==> src/rtl/expr_frame_arbiter_pkg.sv <==
// Shared definitions for the expression-frame arbiter: FSM encoding,
// the recognizer idle byte and the default frame terminator.
package expr_frame_arbiter_pkg;

    typedef enum logic [2:0] {
        ST_IDLE   = 3'd0,
        ST_CLEAR  = 3'd1,
        ST_STREAM = 3'd2,
        ST_SETTLE = 3'd3,
        ST_REPORT = 3'd4
    } state_t;

    localparam logic [7:0] IDLE_BYTE = 8'h00;
    localparam logic [7:0] DEF_TERM  = 8'h3B;

    function automatic logic [7:0] sat_inc8(input logic [7:0] v);
        return (v == 8'hFF) ? v : v + 8'd1;
    endfunction

endpackage

==> src/rtl/expr_frame_arbiter_rr_arb2.sv <==
// Two-way combinational round-robin arbiter: the requester that did not
// win last time has priority when both are requesting.
module expr_frame_arbiter_rr_arb2 (
    input  logic [1:0] req,
    input  logic       last_grant,
    output logic       grant,
    output logic       any
);
    import expr_frame_arbiter_pkg::*;

    always_comb begin
        any   = |req;
        grant = (req == 2'b11) ? ~last_grant : req[1];
    end

endmodule

==> src/rtl/expr_frame_arbiter.sv <==
// Shares one character-stream recognizer between two framed requesters.
// Optional idle timeout inside a frame is enabled with `define FRAME_TIMEOUT_EN.
module expr_frame_arbiter
    import expr_frame_arbiter_pkg::*;
#(
    parameter logic [7:0] TERM    = DEF_TERM,
    parameter int         TIMEOUT = 16
) (
    input  logic       clk,
    input  logic       clr,
    input  logic [1:0] req,
    input  logic [7:0] ch0,
    input  logic [7:0] ch1,
    input  logic       vld0,
    input  logic       vld1,
    output logic       rdy0,
    output logic       rdy1,
    output logic [7:0] rec_in,
    output logic       rec_clr,
    input  logic       rec_out,
    output logic       done,
    output logic       done_id,
    output logic       result,
    output logic [7:0] frame_len,
    output logic       aborted
);

    if (TIMEOUT < 1) begin : g_bad_timeout
        $error("TIMEOUT must be positive");
    end

    state_t     state_q, state_d;
    logic       grant_q, grant_d;
    logic       last_grant_q, last_grant_d;
    logic [7:0] cnt_q, cnt_d;
    logic       done_id_q, done_id_d;
    logic       result_q, result_d;
    logic [7:0] frame_len_q, frame_len_d;
    logic       arb_grant, arb_any;
    logic       vld_g;
    logic [7:0] ch_g;
    logic       cap, cap_abort;

`ifdef FRAME_TIMEOUT_EN
    localparam int IW = $clog2(TIMEOUT + 1);
    logic [IW-1:0] idle_q, idle_d;
    logic          aborted_q, aborted_d;
`endif

    expr_frame_arbiter_rr_arb2 u_arb (
        .req        (req),
        .last_grant (last_grant_q),
        .grant      (arb_grant),
        .any        (arb_any)
    );

    always_comb begin
        state_d      = state_q;
        grant_d      = grant_q;
        last_grant_d = last_grant_q;
        cnt_d        = cnt_q;
        done_id_d    = done_id_q;
        result_d     = result_q;
        frame_len_d  = frame_len_q;
        rdy0         = 1'b0;
        rdy1         = 1'b0;
        rec_in       = IDLE_BYTE;
        done         = 1'b0;
        cap          = 1'b0;
        cap_abort    = 1'b0;
        vld_g        = grant_q ? vld1 : vld0;
        ch_g         = grant_q ? ch1 : ch0;
`ifdef FRAME_TIMEOUT_EN
        idle_d       = idle_q;
        aborted_d    = aborted_q;
`endif

        case (state_q)
            ST_IDLE: begin
                if (arb_any) begin
                    grant_d = arb_grant;
                    state_d = ST_CLEAR;
                end
            end
            ST_CLEAR: begin
                cnt_d   = 8'd0;
                state_d = ST_STREAM;
`ifdef FRAME_TIMEOUT_EN
                idle_d  = '0;
`endif
            end
            ST_STREAM: begin
                rdy0 = ~grant_q;
                rdy1 = grant_q;
                if (vld_g) begin
                    rec_in = ch_g;
                    cnt_d  = sat_inc8(cnt_q);
                    if (ch_g == TERM) begin
                        state_d = ST_SETTLE;
                    end
`ifdef FRAME_TIMEOUT_EN
                    idle_d = '0;
                end else if (idle_q == IW'(TIMEOUT - 1)) begin
                    cap       = 1'b1;
                    cap_abort = 1'b1;
                    state_d   = ST_REPORT;
                end else begin
                    idle_d = idle_q + IW'(1);
`endif
                end
            end
            // rec_out now reflects TERM; results are latched on entry to REPORT
            ST_SETTLE: begin
                cap     = 1'b1;
                state_d = ST_REPORT;
            end
            ST_REPORT: begin
                done    = 1'b1;
                state_d = ST_IDLE;
            end
            default: state_d = ST_IDLE;
        endcase

        if (cap) begin
            result_d     = cap_abort ? 1'b0 : rec_out;
            done_id_d    = grant_q;
            last_grant_d = grant_q;
            frame_len_d  = cap_abort ? cnt_q : cnt_d;
`ifdef FRAME_TIMEOUT_EN
            aborted_d    = cap_abort;
`endif
        end

        // nothing is accepted or reported while the block is held in reset
        if (clr) begin
            rdy0   = 1'b0;
            rdy1   = 1'b0;
            rec_in = IDLE_BYTE;
            done   = 1'b0;
        end
    end

    always_ff @(posedge clk) begin
        if (clr) begin
            state_q      <= ST_IDLE;
            grant_q      <= 1'b0;
            last_grant_q <= 1'b1;
            cnt_q        <= 8'd0;
            done_id_q    <= 1'b0;
            result_q     <= 1'b0;
            frame_len_q  <= 8'd0;
`ifdef FRAME_TIMEOUT_EN
            idle_q       <= '0;
            aborted_q    <= 1'b0;
`endif
        end else begin
            state_q      <= state_d;
            grant_q      <= grant_d;
            last_grant_q <= last_grant_d;
            cnt_q        <= cnt_d;
            done_id_q    <= done_id_d;
            result_q     <= result_d;
            frame_len_q  <= frame_len_d;
`ifdef FRAME_TIMEOUT_EN
            idle_q       <= idle_d;
            aborted_q    <= aborted_d;
`endif
        end
    end

    assign rec_clr   = clr | (state_q == ST_CLEAR);
    assign done_id   = done_id_q;
    assign result    = result_q;
    assign frame_len = frame_len_q;
`ifdef FRAME_TIMEOUT_EN
    assign aborted   = aborted_q;
`else
    assign aborted   = 1'b0;
`endif

endmodule
==> config.mk <==
export PLATFORM = sky130hd
export DESIGN_NAME = expr_frame_arbiter
export DESIGN_NICKNAME = d
export VERILOG_FILES = /design/src/rtl/expr_frame_arbiter_pkg.sv /design/src/rtl/expr_frame_arbiter_rr_arb2.sv /design/src/rtl/expr_frame_arbiter.sv
export SDC_FILE = /design/constraint.sdc
export NUM_CORES = 1
export LEC_CHECK = 0
export CAP_MARGIN = 20
export CORE_MARGIN = 5
export CORE_UTILIZATION = 47
export DETAILED_ROUTE_END_ITERATION = 10
export PLACE_DENSITY = 0.84
export SLEW_MARGIN = 5
export SYNTH_ARGS = -nofsm -noshare
export SYNTH_HDL_FRONTEND = slang
export SYNTH_SLANG_ARGS = --single-unit
export TNS_END_PERCENT = 100
==> constraint.sdc <==
create_clock -name clk -period 4 [get_ports clk]
set_input_delay 0.4 -clock clk [delete_from_list [all_inputs] [get_ports clk]]
set_output_delay 0.4 -clock clk [all_outputs]
set_load 0.02 [all_outputs]
==> results.ini <==
[layout]
area_growth_pct=34.5
final_util_pct=66.9
fin_area_um2=1690
layoutNonFillerInstCount=215
layout_common_cells=clkdlybuf4s50_1, dfxtp_1, nand2_1, nor2_1, a21oi_1
diodes=0
drive_above_1_share_pct=7.03
layout_commonest_cell=clkdlybuf4s50_1
fin_nets=210

[detailed_routing]
viasPerCell=5.74
drtPass1Iterations=4
antenna_left=0
wl_per_cell_um=14.9
via_count=1234
initialDrtViolationCount=33
wl_mm=3.19
drc_errors=0

[synthesis]
yosysWarnings=0
ys_top_cells_by_area=dfxtp_1, mux2i_1, nand2_1, a21oi_1, nor2_1
synth-simple-area-share_pct=31.0
muxShareOfSynthArea_pct=8.38
synth_top_family_by_area=simple AND/OR/NAND/NOR gates
syn_nets=172
syn_area_um2=1250
synth_cells=148
async_flop_share_pct=0
ys_seq_area_share_pct=36.7
synth_flop_cell=dfxtp_1
synth_top_area_share_pct=36.7
synth-xor-area-share_pct=0.699
synth_cell_type_count=43
avgSynthCellArea_um2=8.47
synth_edf_count=0
yosysTopAreaCell=dfxtp_1
synth_adder_area_share_pct=0.998
synth_compound_area_share_pct=15.3
synth-seq-cells=23

[die]
start_util_pct=49.7
die-area_um2=3800
core.rowCount=18
die_w_um=61.6
core-area_um2=2520
dieHeight_um=61.6
num_io_pins=46

[grt]
grt.met3_usage_pct=4.61
met2_usage_pct=32.3
grt_first_pass_wirelength_mm=5.22
grt_antenna_before_repair=0
overflow=0
grt-busiest-layer=met2
grt_max_degree=25
use_met1_pct=22.3
grt_pass1_vias=1185
grt_usage_pct=18.3

[sta]
worst_hold_slack_ps=464
hold_viol_final=0
worstMarginPinSlew_ps=794
period_needed_ps=3040
slew_headroom_pct=46.9
worst_slack_ps=956
setup_viol=0
rsz0062_at_grt=no
tns_ps=0
fin_crit_sh_pct=76.1
fmax_mhz=329
drv_slew=0
skew_ps=8.44

[power_and_ir_drop]
seqPwrFrac_pct=53.0
p_leak_nw=0.561
peakVddDrop_uv=308
power_mw=0.499
p_comb_share_pct=25.7
pwr-share-clk_pct=21.3
powerDensity_nw_per_um2=296
p_sw_share_pct=30.9
intPower_mw=0.345
p_sw_mw=0.154

[clocking]
cts_tree=yes
cts_buffers=3
cts.clk_slew.worst_paths_ps=110
h-tree-depth=1
cts_setup_buffers=0
cts.sinks=23
clockBufferDepth=2
clk-insertion-delay-late_ps=310
ctsResizeCount=0
postCtsHoldBufs=0
cts_root_buf=clkbuf_4

[hold_path]
hp-start=frame_len[3]$_SDFFE_PP0P_
hold_path_class=register to register

[worst_setup_path]
end_kind=primary output
startpoint_type=register
critPathMaxFanout=15
crit_type=register to primary output
cp.arrival_ps=2640
worstPathRequired_ps=3600
setup.worst_path.start=grant_q$_SDFFE_PP0P_
reg2reg_from=grant_q$_SDFFE_PP0P_

[placement]
port-buffer-count=44
hpwl_mm=2.52
placed_cell_area_um2=1660
gp_congestion=0.824
dp_slack_ps=1030
post-place-cells=211

[run]
max_cap_violations=0

[status]
status=finished, final reports clean

worst max-delay path, cell delays in order, from the launching register on:
cell             delay, ps
dfxtp_1                770
mux2_4                 300
and3_4                 220
nand2b_1               230
nor2_1                 180
clkdlybuf4s50_1        630
area by class of cell:
type | instances | area [um^2]
fill | 214 | 836
multi-input combinational | 111 | 711
sequential | 23 | 460
timing repair buffer | 44 | 440
tap | 30 | 37.5
clock buffer | 4 | 26.3
inverter | 3 | 11.3
cells by family after synthesis:
group,Yosys count
flip-flops,23
AO/OA/AOI/OAI,27
buffers and inverters,14
AND/OR/NAND/NOR,71
XOR/XNOR,1
multiplexers,10
other,1
adder cells (fa/ha/maj),1
synth_stat cells, types with 2 or more instances:
master    instances
buf_2             3
o31ai_1           2
and3_4            3
nand4_1           2
o311a_1           2
o211ai_1          3
nand3b_1          2
nor4b_1           3
nand2b_1          2
mux2i_1           9
nor3_1            5
a21oi_1          13
buf_6             3
clkbuf_1          4
nand4b_1          2
nor2_1           15
inv_1             3
dfxtp_1          23
and3_1            2
nand2_1          22
nand3_1           3
power by group through the flow:
stage / registers (mW) / logic, mW / clock network (mW)
after floorplan: 0.253 / 0.0960 / 0
after global placement: 0.268 / 0.124 / 0
after detailed placement: 0.269 / 0.128 / 0
after CTS: 0.264 / 0.128 / 0.112
after global routing: 0.268 / 0.141 / 0.124
final: 0.264 / 0.128 / 0.106
final timing paths:
check                              end  slack (ps)  cells after the start
max                          rec_in[0]         960                      5
min          frame_len[3]$_SDFFE_PP0P_         460                      2
max reg2reg        cnt_q[3]$_SDFF_PP0_        2110                      4
min reg2reg  frame_len[3]$_SDFFE_PP0P_         460                      2
routing by layer:
metal	routed length (um)	part of all wire, %
met3	214	6.7
met4	14	0.44
met2	1650	52
met5	0	0
met1	1320	41
registers in the layout, indices dropped and copies added (netlist names):
register	cells
done_id	1
last_grant_q	1
grant_q	1
cnt_q	8
frame_len	8
state_q	3
result	1
(Power assumes the default switching activity.)
